## config.mk

```make
export PLATFORM = sky130hd
export DESIGN_NAME = fifo_width_downsizer
export DESIGN_NICKNAME = d
export VERILOG_FILES = /design/src/rtl/fifo_width_downsizer.sv
export SDC_FILE = /design/constraint.sdc
export NUM_CORES = 2
export LEC_CHECK = 0
export CELL_PAD_IN_SITES_DETAIL_PLACEMENT = 0
export CELL_PAD_IN_SITES_GLOBAL_PLACEMENT = 2
export CORE_MARGIN = 2
export CORE_UTILIZATION = 30
export DETAILED_ROUTE_END_ITERATION = 8
export HOLD_SLACK_MARGIN = 0.08
export PLACE_DENSITY = 0.89
export SLEW_MARGIN = 25
export SYNTH_ARGS = -nofsm -noshare
export SYNTH_HDL_FRONTEND = slang
export SYNTH_SLANG_ARGS = --single-unit
```

## constraint.sdc

```tcl
create_clock -name clock -period 25.8 [get_ports clock]
set_input_delay 2.58 -clock clock [delete_from_list [all_inputs] [get_ports clock]]
set_output_delay 2.58 -clock clock [all_outputs]
set_load 0.005 [all_outputs]
```

## src/rtl/fifo_width_downsizer.sv

```systemverilog
// rtl/fifo_width_downsizer.sv - serialises wide show-ahead FIFO words into narrow valid/ready beats
// One holding register, LS slice first; zero-bubble reload when the last beat handshakes.
module fifo_width_downsizer #(
  parameter int IN_WIDTH  = 512,
  parameter int OUT_WIDTH = 64,
  parameter int CNT_WIDTH = 32
) (
  input  logic                 clock,
  input  logic                 reset,
  input  logic [IN_WIDTH-1:0]  fifo_q,
  input  logic                 fifo_empty,
  output logic                 fifo_rdreq,
  output logic [OUT_WIDTH-1:0] out_data,
  output logic                 out_valid,
  input  logic                 out_ready,
  output logic                 out_first,
  output logic                 out_last,
  output logic [CNT_WIDTH-1:0] words_consumed,
  output logic                 busy
);

  localparam int RATIO = IN_WIDTH / OUT_WIDTH;
  localparam int IDX_W = (RATIO > 1) ? $clog2(RATIO) : 1;
  localparam logic [IDX_W-1:0] LAST_IDX = IDX_W'(RATIO - 1);

  if (((IN_WIDTH % OUT_WIDTH) != 0) || (RATIO < 2)) begin : g_param_check
    $error("fifo_width_downsizer: IN_WIDTH must be a multiple of OUT_WIDTH with ratio >= 2");
  end

  typedef enum logic {ST_EMPTY = 1'b0, ST_FULL = 1'b1} state_t;

  state_t               r_state;
  logic [IN_WIDTH-1:0]  r_hold;
  logic [IDX_W-1:0]     r_idx;
  logic [OUT_WIDTH-1:0] r_out_data;
  logic [CNT_WIDTH-1:0] r_words;

  logic             w_valid;
  logic             w_hs;
  logic             w_at_last;
  logic             w_load;
  logic [IDX_W-1:0] w_next_idx;

  assign w_valid    = (r_state == ST_FULL);
  assign w_hs       = w_valid & out_ready;
  assign w_at_last  = (r_idx == LAST_IDX);
  assign w_next_idx = r_idx + IDX_W'(1);
  // Gated by reset so no pop can be requested while the block is being cleared.
  assign w_load     = !reset & !fifo_empty & ((r_state == ST_EMPTY) | (w_hs & w_at_last));

  always_ff @(posedge clock or posedge reset) begin
    if (reset) begin
      r_state    <= ST_EMPTY;
      r_hold     <= '0;
      r_idx      <= '0;
      r_out_data <= '0;
      r_words    <= '0;
    end else if (w_load) begin
      r_state    <= ST_FULL;
      r_hold     <= fifo_q;
      r_idx      <= '0;
      r_out_data <= fifo_q[OUT_WIDTH-1:0];
      r_words    <= r_words + CNT_WIDTH'(1);
    end else if (w_hs) begin
      if (w_at_last) begin
        r_state <= ST_EMPTY;
      end else begin
        r_idx      <= w_next_idx;
        r_out_data <= r_hold[OUT_WIDTH*int'(w_next_idx) +: OUT_WIDTH];
      end
    end
  end

  assign fifo_rdreq     = w_load;
  assign out_data       = r_out_data;
  assign out_valid      = w_valid;
  assign out_first      = w_valid & (r_idx == '0);
  assign out_last       = w_valid & w_at_last;
  assign busy           = w_valid;
  assign words_consumed = r_words;

endmodule
```

==> Word level (Yosys, flattened, before mapping) <==
Cells that the tools add are included.
{ "word_totals": {"wordCells": 34, "inputBits": 516, "register_bits": 612} }
{ "op_classes": {"reduce_logical": 7, "n_eq_ne": 2, "muxes": 9, "bitwise_logic": 8, "shift": 1, "add_sub_neg": 2} }
{ "ops": {"columns": ["op", "count"], "rows": [
  ["$shiftx 512x10->64", 1],
  ["$mux 64", 3],
  ["$add 32x1->32 const B", 1],
  ["$mux 3", 3],
  ["$and 1x1->1", 6],
  ["$reduce_and 2->1", 2],
  ["$reduce_bool 2->1", 2],
  ["$add 3x1->3 const B", 1],
  ["$eq 3x3->1 const B", 1],
  ["$logic_not 3->1", 1],
  ["$mux 1", 3],
  ["$logic_not 1->1", 2],
  ["$ne 2x2->1 const B", 1],
  ["$not 1->1", 1],
  ["$or 1x1->1", 1]
]} }

==> Longest topological paths before layout <==
{ "logic_depth": {"ltp_word": 6, "mapped_depth": 10, "mapped_depth_nobuf": 7} }

==> Worst setup path after synthesis <==
OpenSTA, ideal clock, no wires.
{ "synth_path": {"path_kind": "in2out", "start": "input fifo_empty", "end": "output fifo_rdreq", "setup_slack_ps": 19652, "arrival_time_ps": 3568, "path_buffers": 2, "stages": 5, "required_time_ps": 23220, "cell_sequence": "nor2_1 -> nand2_1 -> inv_1 -> clkbuf_1 -> clkbuf_1"} }
{ "synth_via": {"elab_chain_len": 3} }
{ "synth_lines": {"columns": ["item", "line_no", "text"], "rows": [
  ["start: declaration", "11", "input logic fifo_empty,"],
  ["$logic_not 1->1", "49", "assign w_load = !reset & !fifo_empty & ((r_state == ST_EMPTY) | (w_hs & w_at_last));"],
  ["$and 1x1->1 (2 in series)", "49", null],
  ["end: declaration", "12", "output logic fifo_rdreq,"]
]} }
Every way passes these cells.

==> Worst setup path after layout <==
{ "layout_path": {"start": "input reset", "end": "output fifo_rdreq"} }
{ "layout_via": {"elab_chain_len": 3} }
{ "layout_lines": {"columns": ["item", "line_no", "text"], "rows": [
  ["start: declaration", "9", "input logic reset,"],
  ["$logic_not 1->1 (no line)", null, null],
  ["$and 1x1->1 (2 in series)", "49", null]
]} }
Every way passes these cells.

==> results.yml <==
outcome:
  status: "completed"
synth:
  netlist_area_sq_um: 27140
  netlist-cell-type-count: 33
  synth-edff-count: 0
  yosysMostFrequentCell: "nand2_1"
  ys_top_cells_by_area: "dfrtp_1, nand2_1, mux2i_1"
  yosys_register_bits: 612
  synthArstFlopShare: 1.000
  ys_seq_area_frac: 0.5642
  synth_cells: 3037
  ys.flop_type: "dfrtp_1"
  synthesis.nets: 3557
  syn_avg_cell_area_sq_um: 8.938
  synth.top_cell.area_share: 0.5642
  synthTopCellsByCount: "nand2_1, dfrtp_1, mux2i_1"
  yosysWarningCount: 0
  synth_area_leader_cell: "dfrtp_1"
die:
  die_x_microns: 304.8
  die_h_microns: 304.8
  die-area_sq_um: 92910
  rows: 110
  pin_count: 617
  core-area_sq_um: 89870
  initial_core_util: 0.3020
worst_setup_path:
  cp_data_required_time_ps: 23220
  r2r_slack_ps: 20670
  path_class: "in2out"
  cp.arrival_ps: 4960
  critPathCaptureType: "output port"
  worstPathMaxFanout: 83
  rr_startpoint: "r_idx[0]$_DFFE_PP0P_"
  reg2reg_depth: 9
  critPathLaunchType: "input pin"
  crit_top_cell: "clkdlybuf4s50_1"
  reg2reg_to: "out_data[17]$_DFFE_PP0P_"
  cp_cell_sequence: "clkdlybuf4s50_1, nor2_1, nand2_4, inv_8, clkdlybuf4s50_1"
  worst_path_max_delay_cell: "clkdlybuf4s50_1"
  max_stage_delay_ps: 610
power:
  p_per_area_nw_per_um2: 123.0
  p_leak_nw: 18.15
  ir_drop_mv: 0.08078
global_route:
  antenna_found_initial: 26
  grt_max_degree: 169
  grt_pass1_wl_mm: 140.0
  overflow: 0
  grt_pass1_vias: 22770
  grt.total_usage: 0.1946
place:
  gp_congestion: 0.8102
  port_buffers: 616
  hpwl_mm: 61.24
  place_inst: 4668
run:
  max_cap_viol_count: 0
clocking:
  cts_buffer_depth: 3
  hold_buffers: 0
  clk_pin_slew_worst_paths_ps: 50
  cts-resized-gates: 0
  post_cts_buffers: 0
  clock_sinks: 612
  clock_latency_ps: 610
  tritoncts: "yes"
  cts_made_buffers: 73
  ctsRootBufferMaster: "clkbuf_16"
  h-tree-depth: 3
final_layout:
  fin_cells: 4819
  register_area_sq_um: 15310
  fin_nets: 4088
  nFillCells: 9022
  final_layout_size_suffix_gt1_frac: 0.04254
  multi_input_area_sq_um: 11060
  syn2layout_area_growth_pct: 35.56
min_path:
  worstHoldPathCells: 2
  worstHoldEndpoint: "r_hold[330]$_DFFE_PP0P_"
  min-delay-start: "r_hold[330]$_DFFE_PP0P_"
  hold_class: "reg2reg"
route:
  firstDrtPassIters: 5
  drcViolationCount: 0
  drt_iter0_markers: 1761
  routedWlPerCell_microns: 19.13
  avgViaCountPerCell: 4.664
  final_antenna_net_count: 0
  routed_wl_mm: 92.18
  vias: 22480
sta:
  grt_setup_unrepaired: "no"
  whs_ps: 469.2
  min_period_over_period: 0.2924
  setup_tns_ps: 0
  period_minus_slack_ps: 7544
  finalSetupViolCount: 0
  worst_slew_pin_slew_ps: 1134
  slew_headroom: 0.2381
  drv_slew: 0
  max_freq_mhz: 132.5
  fin_skew_ps: 23.72
  hold_violations: 0
==> worst max-delay path: cells and delay by family <==
kind,cells,cell delay (ps)
buffers and inverters,3,1630
and+or+nand+nor,2,700
==> power by group <==
part / switching, mW / internal [mW]
clock: 0.419 / 0.608
combinational: 1.03 / 0.840
sequential: 0.236 / 1.39
total: 1.69 / 2.84
==> stage by stage <==
step                      worst slack (ps)  area, sq um  power (mW)  utilization
after floorplan                       6085        27140       2.860            -
after global placement               18170        34320       3.493       0.3818
after detailed placement             18180        34350       3.530       0.3822
after CTS                            18170        36710       4.581       0.4085
after global routing                 18100        36800       4.854       0.4094
final                                18260        36800       4.526       0.4094
==> per-layer routing <==
| layer | global-route usage | share of wire | up-vias |
|---|---|---|---|
| li1 | - | - | 10910 |
| met1 | 0.2570 | 0.44 | 10880 |
| met2 | 0.3197 | 0.48 | 540 |
| met3 | 0.03150 | 0.045 | 138 |
| met4 | 0.07541 | 0.027 | 8 |
| met5 | 0 | 0.00056 | - |
==> kinds of logic after synthesis <==
kind of cell / synth area share
AO/OA/AOI/OAI: 0.05190
XOR/XNOR: 0.01000
adder cells (fa/ha/maj): 0.001844
buffers and inverters: 0.03024
flip-flops: 0.5642
multiplexers: 0.09481
AND/OR/NAND/NOR: 0.2470
==> sequential cells by signal, summed over array words and instances (netlist names) <==
signal and count:
r_idx 3, out_data 64, words_consumed 32, busy 1, r_hold 512
==> worst max-delay path by stage <==
| stage | endpoint | cells past startpoint | from | slack, ps |
|---|---|---|---|---|
| floorplan | busy$_DFFE_PP0P_ | 1 | reset | 6080 |
| global placement | fifo_rdreq | 5 | reset | 18170 |
| detailed placement | fifo_rdreq | 5 | reset | 18180 |
| CTS | fifo_rdreq | 5 | reset | 18170 |
| global route | fifo_rdreq | 5 | reset | 18100 |
| finish | fifo_rdreq | 5 | reset | 18260 |
==> final cells by class <==
class	instances	area share
sequential	612	0.4162
multi-input combinational	2223	0.3006
timing repair buffer	648	0.1761
clock buffer	107	0.05723
tap	1176	0.03999
clock inverter	20	0.006902
antenna	23	0.001564
inverter	10	0.001428
==> layout by cell type, fill, tap and decap left out, types with 9 or more instances in the layout <==
cell type and n:
nor3_1 9, nand3_1 73, clkbuf_16 74, mux2i_1 256
dfrtp_1 612, clkbuf_1 20, clkbuf_8 13, clkinv_2 10
xnor2_1 18, clkdlybuf4s50_1 616, diode_2 23, a31oi_1 64
buf_4 26, xor2_1 13, nand2_1 1550, nor2_1 77
a22oi_1 128
No activity file was read; power rests on OpenSTA's default activity.
